===== config.mk =====
export PLATFORM = sky130hd
export DESIGN_NAME = sys_3by3_result_collector
export DESIGN_NICKNAME = d
export VERILOG_FILES = /design/src/rtl/sys_3by3_pkg.sv /design/src/rtl/result_buffer_2by2.sv /design/src/rtl/sys_3by3_result_collector.sv
export SDC_FILE = /design/constraint.sdc
export NUM_CORES = 1
export LEC_CHECK = 0
export CAP_MARGIN = 25
export CORE_MARGIN = 1
export CORE_UTILIZATION = 30
export DETAILED_ROUTE_END_ITERATION = 10
export MAX_ROUTING_LAYER = met4
export PLACE_DENSITY = 0.64
export SETUP_SLACK_MARGIN = 0.2
export SLEW_MARGIN = 20
export SYNTH_ARGS = -nofsm -noshare
export SYNTH_HDL_FRONTEND = slang
export SYNTH_SLANG_ARGS = --single-unit
export TNS_END_PERCENT = 30

===== constraint.sdc =====
create_clock -name clk -period 3.62 [get_ports clk]
set_input_delay 0.543 -clock clk [delete_from_list [all_inputs] [get_ports clk]]
set_output_delay 0.543 -clock clk [all_outputs]
set_load 0.02 [all_outputs]

===== src/rtl/sys_3by3_pkg.sv =====
// Shared definitions for the 3x3 systolic-array address controller and the
// result collector. Both sides import this package so they agree on feed and
// drain timing, on FSM encodings and on result-buffer addresses.
//   No ports: constants only.
package sys_3by3_pkg;

  // Default datapath and timing. The controller keeps sys_en high for
  // FEED_CYCLES of operand feed and then DRAIN_CYCLES more until the last
  // PE result (C22) has settled.
  localparam int DEF_DATA_W       = 16;
  localparam int DEF_FEED_CYCLES  = 12;
  localparam int DEF_DRAIN_CYCLES = 4;
  localparam int DEF_CNT_W        = 5;

  // Result collector FSM encoding.
  localparam logic [1:0] COL_IDLE = 2'd0;
  localparam logic [1:0] COL_RUN  = 2'd1;
  localparam logic [1:0] COL_HOLD = 2'd2;

  // Result buffer addresses, as driven by the controller during display.
  localparam logic [1:0] ADDR_C11 = 2'd0;
  localparam logic [1:0] ADDR_C12 = 2'd1;
  localparam logic [1:0] ADDR_C21 = 2'd2;
  localparam logic [1:0] ADDR_C22 = 2'd3;

endpackage


===== src/rtl/result_buffer_2by2.sv =====
// Four-entry result store for the 2x2 output block (C11, C12, C21, C22).
// All four entries are written together in one cycle; one registered read
// port returns zero whenever reading is not enabled.
//   clk      in   clock, rising edge
//   rst      in   asynchronous active-high clear of all entries and rd_data
//   wr_en    in   capture all four wr_data_* inputs on this edge
//   wr_data_11/12/21/22  in  DATA_W  values to capture
//   rd_en    in   when low the read register loads zero
//   rd_addr  in   2  entry select (ADDR_C11..ADDR_C22)
//   rd_data  out  DATA_W  registered read data (1-cycle latency)
module result_buffer_2by2
  import sys_3by3_pkg::*;
#(
  parameter int DATA_W = DEF_DATA_W
) (
  input  logic              clk,
  input  logic              rst,
  input  logic              wr_en,
  input  logic [DATA_W-1:0] wr_data_11,
  input  logic [DATA_W-1:0] wr_data_12,
  input  logic [DATA_W-1:0] wr_data_21,
  input  logic [DATA_W-1:0] wr_data_22,
  input  logic              rd_en,
  input  logic [1:0]        rd_addr,
  output logic [DATA_W-1:0] rd_data
);

  localparam logic [DATA_W-1:0] ZERO = {DATA_W{1'b0}};

  logic [DATA_W-1:0] entry_11_r;
  logic [DATA_W-1:0] entry_12_r;
  logic [DATA_W-1:0] entry_21_r;
  logic [DATA_W-1:0] entry_22_r;
  logic [DATA_W-1:0] rd_sel_s;
  logic [DATA_W-1:0] rd_data_r;

  // Entry storage: plain copy of all four results on a capture.
  always_ff @(posedge clk or posedge rst) begin
    if (rst) begin
      entry_11_r <= ZERO;
      entry_12_r <= ZERO;
      entry_21_r <= ZERO;
      entry_22_r <= ZERO;
    end else if (wr_en) begin
      entry_11_r <= wr_data_11;
      entry_12_r <= wr_data_12;
      entry_21_r <= wr_data_21;
      entry_22_r <= wr_data_22;
    end else begin
      entry_11_r <= entry_11_r;
      entry_12_r <= entry_12_r;
      entry_21_r <= entry_21_r;
      entry_22_r <= entry_22_r;
    end
  end

  // Read address decode.
  always_comb begin
    rd_sel_s = ZERO;
    case (rd_addr)
      ADDR_C11: rd_sel_s = entry_11_r;
      ADDR_C12: rd_sel_s = entry_12_r;
      ADDR_C21: rd_sel_s = entry_21_r;
      ADDR_C22: rd_sel_s = entry_22_r;
      default:  rd_sel_s = ZERO;
    endcase
  end

  // Registered read port; gated to zero so stale data never leaks out.
  always_ff @(posedge clk or posedge rst) begin
    if (rst) begin
      rd_data_r <= ZERO;
    end else if (rd_en) begin
      rd_data_r <= rd_sel_s;
    end else begin
      rd_data_r <= ZERO;
    end
  end

  assign rd_data = rd_data_r;

endmodule


===== src/rtl/sys_3by3_result_collector.sv =====
// Result-side counterpart of the 3x3 systolic-array address controller.
// Counts sys_en-high cycles, captures the four PE results once feed and drain
// are complete, holds them for the display phase and serves reads by address,
// with a sign/magnitude split of the read data for the display path.
//   clk               in   clock, rising edge
//   rst               in   asynchronous active-high reset (clears buffer too)
//   sys_en            in   array enable from the controller
//   pe_out_11/12/21/22 in  DATA_W  PE results (two's complement)
//   buffer_read_addr  in   2  00=C11 01=C12 10=C21 11=C22
//   buffer_read_data  out  DATA_W  registered read data, zero unless in HOLD
//   read_neg          out  sign bit of buffer_read_data
//   read_mag          out  DATA_W  |buffer_read_data|, most-negative saturates
//   done              out  high while results are held (HOLD)
//   busy              out  high while counting toward capture (RUN)
module sys_3by3_result_collector
  import sys_3by3_pkg::*;
#(
  parameter int DATA_W       = DEF_DATA_W,
  parameter int FEED_CYCLES  = DEF_FEED_CYCLES,
  parameter int DRAIN_CYCLES = DEF_DRAIN_CYCLES,
  parameter int CNT_W        = DEF_CNT_W
) (
  input  logic              clk,
  input  logic              rst,
  input  logic              sys_en,
  input  logic [DATA_W-1:0] pe_out_11,
  input  logic [DATA_W-1:0] pe_out_12,
  input  logic [DATA_W-1:0] pe_out_21,
  input  logic [DATA_W-1:0] pe_out_22,
  input  logic [1:0]        buffer_read_addr,
  output logic [DATA_W-1:0] buffer_read_data,
  output logic              read_neg,
  output logic [DATA_W-1:0] read_mag,
  output logic              done,
  output logic              busy
);

  localparam logic [CNT_W-1:0]  CAPTURE_CNT = CNT_W'(FEED_CYCLES + DRAIN_CYCLES);
  localparam logic [CNT_W-1:0]  CNT_ZERO    = {CNT_W{1'b0}};
  localparam logic [CNT_W-1:0]  CNT_ONE     = {{(CNT_W-1){1'b0}}, 1'b1};
  localparam logic [DATA_W-1:0] MOST_NEG    = {1'b1, {(DATA_W-1){1'b0}}};
  localparam logic [DATA_W-1:0] MOST_POS    = {1'b0, {(DATA_W-1){1'b1}}};
  localparam logic [DATA_W-1:0] DATA_ONE    = {{(DATA_W-1){1'b0}}, 1'b1};

  logic [1:0]        state_r;
  logic [1:0]        state_next_s;
  logic [CNT_W-1:0]  cnt_r;
  logic [CNT_W-1:0]  cnt_next_s;
  logic              capture_s;
  logic              read_en_s;
  logic              done_s;
  logic              busy_s;
  logic [DATA_W-1:0] read_data_s;

  // Two's-complement magnitude; the most-negative value has no positive
  // counterpart in DATA_W bits, so it clamps to the largest positive value.
  function automatic logic [DATA_W-1:0] sat_abs(input logic [DATA_W-1:0] v);
    logic [DATA_W-1:0] r;
    if (v == MOST_NEG) begin
      r = MOST_POS;
    end else if (v[DATA_W-1]) begin
      r = ~v + DATA_ONE;
    end else begin
      r = v;
    end
    return r;
  endfunction

  // State and cycle-counter register.
  always_ff @(posedge clk or posedge rst) begin
    if (rst) begin
      state_r <= COL_IDLE;
      cnt_r   <= CNT_ZERO;
    end else begin
      state_r <= state_next_s;
      cnt_r   <= cnt_next_s;
    end
  end

  // Next-state, counter and capture decision. A drop of sys_en in any state
  // returns to IDLE; HOLD never recaptures, so a new run needs sys_en low.
  always_comb begin
    state_next_s = state_r;
    cnt_next_s   = cnt_r;
    capture_s    = 1'b0;
    case (state_r)
      COL_IDLE: begin
        if (sys_en) begin
          state_next_s = COL_RUN;
          cnt_next_s   = CNT_ONE;
        end else begin
          state_next_s = COL_IDLE;
          cnt_next_s   = CNT_ZERO;
        end
      end
      COL_RUN: begin
        if (!sys_en) begin
          state_next_s = COL_IDLE;
          cnt_next_s   = CNT_ZERO;
        end else if (cnt_r == CAPTURE_CNT) begin
          state_next_s = COL_HOLD;
          cnt_next_s   = cnt_r;
          capture_s    = 1'b1;
        end else begin
          state_next_s = COL_RUN;
          cnt_next_s   = cnt_r + CNT_ONE;
        end
      end
      COL_HOLD: begin
        if (!sys_en) begin
          state_next_s = COL_IDLE;
          cnt_next_s   = CNT_ZERO;
        end else begin
          state_next_s = COL_HOLD;
          cnt_next_s   = cnt_r;
        end
      end
      default: begin
        state_next_s = COL_IDLE;
        cnt_next_s   = CNT_ZERO;
      end
    endcase
  end

  // Status decode straight from the state register.
  always_comb begin
    done_s    = 1'b0;
    busy_s    = 1'b0;
    read_en_s = 1'b0;
    case (state_r)
      COL_RUN: begin
        busy_s = 1'b1;
      end
      COL_HOLD: begin
        done_s    = 1'b1;
        read_en_s = 1'b1;
      end
      default: begin
        done_s    = 1'b0;
        busy_s    = 1'b0;
        read_en_s = 1'b0;
      end
    endcase
  end

  // Read uses the current state, so the read on the capture edge itself
  // still sees RUN and returns zero.
  result_buffer_2by2 #(
    .DATA_W (DATA_W)
  ) u_buffer (
    .clk        (clk),
    .rst        (rst),
    .wr_en      (capture_s),
    .wr_data_11 (pe_out_11),
    .wr_data_12 (pe_out_12),
    .wr_data_21 (pe_out_21),
    .wr_data_22 (pe_out_22),
    .rd_en      (read_en_s),
    .rd_addr    (buffer_read_addr),
    .rd_data    (read_data_s)
  );

  assign buffer_read_data = read_data_s;
  assign read_neg         = read_data_s[DATA_W-1];
  assign read_mag         = sat_abs(read_data_s);
  assign done             = done_s;
  assign busy             = busy_s;

endmodule


==> run_results.csv <==
group,metric,value,unit
power,p_sw,0.409,mW
timing,worstMarginPinSlew,0.841,ns
synthesis,syn-cell-area,0.00408,mm^2
floorplan,row_count,42,
setup_path,cp-start-kind,"flip-flop",
synthesis,synth_sequential_area_ratio,53.4,%
final_layout,nets,467,
clocking,cts_htree_levels,3,
synthesis,synthDominantCellAreaShare,53.4,%
setup_path,crit_family,"simple AND/OR/NAND/NOR gates",
synthesis,syn-num-nets,364,
synthesis,synth_ff_type,"dfrtp_1",
placed_design,hpwl,6470,um
clocking,insertion_delay,0.34,ns
clocking,cts_buffer_depth,2,
grt,use_met3,2.65,%
floorplan,initial_core_util,30.8,%
detailed_routing,num_vias,2706,
grt,grt_pass1_wl,14300,um
clocking,postCtsHoldBufs,0,
grt,met1_usage,18.1,%
worst_hold_path,hold_path.class,"flip-flop to flip-flop",
detailed_routing,drt_iter0_drc,99,
placed_design,dp_slack,0.347,ns
setup_path,path_buf_inv,2,
final_layout,drive_gt1_share,30.1,%
grt,top_usage_layer,"met2",
setup_path,crit_path_top_delay_cell,"clkdlybuf4s50_1",
detailed_routing,viasPerCell,4.71,
timing,drv_slew,0,
timing,setup_viol,0,
flow_run,cap_violations,0,
timing,rsz0062_at_grt,"true",
power,powerDensity,370,mW/mm^2
placed_design,gp_congestion,0.806,
setup_path,worstSetupPathType,"flip-flop to primary output",
grt,antenna_found_initial,0,
power,clkPwrFrac,47.1,%
detailed_routing,wl_per_cell,15.1,um
floorplan,die_h,119,um
grt,grt_usage,13.7,%
final_layout,layout_common_cells,"clkdlybuf4s50_1 (97), dfrtp_1 (87), mux2_2 (65)",
synthesis,synth.distinct_cells,47,
placed_design,numPortBuffers,103,
synthesis,synth_cells,292,
clocking,path_clk_slew,0.06,ns
power,ir_worst_vdd,0.000168,V
synthesis,synth_seq_cells,87,
final_layout,area_delta_synth_final,38.0,%
grt,met2_usage,20.3,%
detailed_routing,drc_errors,0,
setup_path,cp_max_fo,9,
final_layout,fillCellCount,1223,
clocking,cts_tree,"yes",
floorplan,io_pins,104,
final_layout,fin_area,0.00562,mm^2
timing,fin_ws,0.110,ns
power,pwr-share-seq,46.9,%
grt,grt-ovfl-total,0,
timing,hold_violations,0,
synthesis,yosys-top-cells-area,"dfrtp_1 (53%), mux2_2 (18%), mux4_2 (8.8%), and2_1 (2.8%), xor2_1 (1.3%)",
floorplan,core-area,0.0132,mm^2
detailed_routing,ant_nets,0,
timing,max_freq,285,MHz
timing,skew,0.00530,ns
final_layout,antenna_cells,0,
detailed_routing,drt_pass1_iterations,4,
grt,grt_max_degree,50,
synthesis,synth-async-reset-ratio,100,%
setup_path,cp_data_required_time,3.08,ns
clocking,cts_buffers,9,
floorplan,fp.dieW,119,um
clocking,clock_sinks,87,
power,power.leakage,2.67,nW
synthesis,synth_edf_count,0,
setup_path,arrival,2.97,ns
timing,min_period_over_period,97.0,%
clocking,cts_setup_buffers,0,
timing,period_needed,3.51,ns
setup_path,crit_path_cell_trace,"inv_1, ha_1, or3b_2, or3_4, or2_4, nand2_1, clkdlybuf4s50_1",
synthesis,synth_area_per_cell,14.0,um^2
setup_path,slowest_delay,0.59,ns
floorplan,die-area,0.0141,mm^2
grt,grt_pass1_vias,2789,
synthesis,ys_warn_count,0,
power,p_comb_share,5.9,%
clocking,clockRootBuffer,"clkbuf_16",
timing,slew_headroom,43.9,%
detailed_routing,routed_wl,8690,um
final_layout,utilization,42.5,%
synthesis,yosysTopAreaCell,"dfrtp_1",
run_status,outcome,"finished clean",
power,p_sw_share,19.7,%
setup_path,end_kind,"primary output",
final_layout,layout_commonest_cell,"clkdlybuf4s50_1",
power,p_int,1.67,mW
placed_design,dpl_cell_area,0.00530,mm^2
[registers in the layout (all words and copies together), names as in the netlist]
| name | cells |
|---|---|
| u_buffer.entry_21_r | 16 |
| u_buffer.rd_data | 16 |
| u_buffer.entry_22_r | 16 |
| u_buffer.entry_12_r | 16 |
| u_buffer.entry_11_r | 16 |
| cnt_r | 5 |
| state_r | 2 |
[cell type report]
class                      count  area [um^2]  area share, %
clock buffer                  12          246           4.38
sequential                    87         2180           38.7
multi-input combinational    180         1800           32.0
tap                          176          220           3.92
clock inverter                 3         67.6           1.20
inverter                       6         23.8          0.423
timing repair buffer         111         1090           19.4
[worst register-to-register path, cell delays in order (launching register included)]
cell and delay (ns):
dfrtp_1 0.43, inv_1 0.08, ha_1 0.14, nand4bb_1 0.14
nor3_1 0.32, nand2_2 0.38, buf_4 0.37, mux2_2 0.32
[routing by layer]
metal | wire (um) | vias up
li1 | - | 1262
met1 | 4110 | 1355
met2 | 4060 | 75
met3 | 358 | 14
met4 | 159 | 0
met5 | 0 | -
[worst paths after layout]
check	from	to	slack, ns	cells after the start
hold reg to reg	u_buffer.entry_21_r[3]	u_buffer.entry_21_r[3]	0.50	1
setup / recovery	u_buffer.rd_data[1]	read_mag[4]	0.11	7
setup reg to reg	cnt_r[0]	u_buffer.entry_21_r[12]	1.33	7
min in group asynchronous	rst	u_buffer.entry_11_r[5]	0.67	2
max in group asynchronous	rst	u_buffer.entry_11_r[12]	2.14	3
hold / removal	u_buffer.entry_21_r[3]	u_buffer.entry_21_r[3]	0.50	1
[through the flow]
step / hold WS (ns) / cells / total power [mW] / setup TNS (ns)
after global routing: 0.521 / 575 / 2.16 / -0.00143
after detailed placement: 0.492 / 560 / 1.12 / 0
after global placement: 0.483 / 560 / 1.12 / 0
after floorplan: 0.474 / 292 / 1.03 / 0
after CTS: 0.506 / 575 / 2.12 / 0
final: 0.500 / 575 / 2.08 / 0
[synth_stat cells (4+ instances only)]
library cell,count
nand2_1,10
nor3_1,5
or2_2,4
mux4_2,16
o21ai_0,4
inv_1,6
xor2_1,6
and2_1,18
clkbuf_1,13
dfrtp_1,87
mux2_2,65
nor2b_1,5
[power by group through the flow]
stage	Combinational, mW	Clock, mW	Sequential, mW
after floorplan	0.0371	0	0.994
after global placement	0.127	0	0.994
after detailed placement	0.128	0	0.995
after CTS	0.129	1.01	0.976
after global routing	0.135	1.05	0.976
final	0.124	0.981	0.977
[logic make-up after synthesis]
group                    Yosys count  share of synthesized area (%)
multiplexers                      82                           27.0
AO/OA/AOI/OAI                     23                           4.42
flip-flops                        87                           53.4
buffers and inverters             25                           2.82
AND/OR/NAND/NOR                   63                           9.43
adder cells (fa/ha/maj)            3                          0.921
XOR/XNOR                           9                           1.93
[what timing repair did]
| item | CTS | global route |
|---|---|---|
| gates resized for setup | 5 | 3 |
| endpoints found under the hold margin | 0 | 0 |
| pin swaps | 0 | 0 |
| endpoints found under the setup margin | 15 | 11 |
No activity file was read; power rests on OpenSTA's default activity.
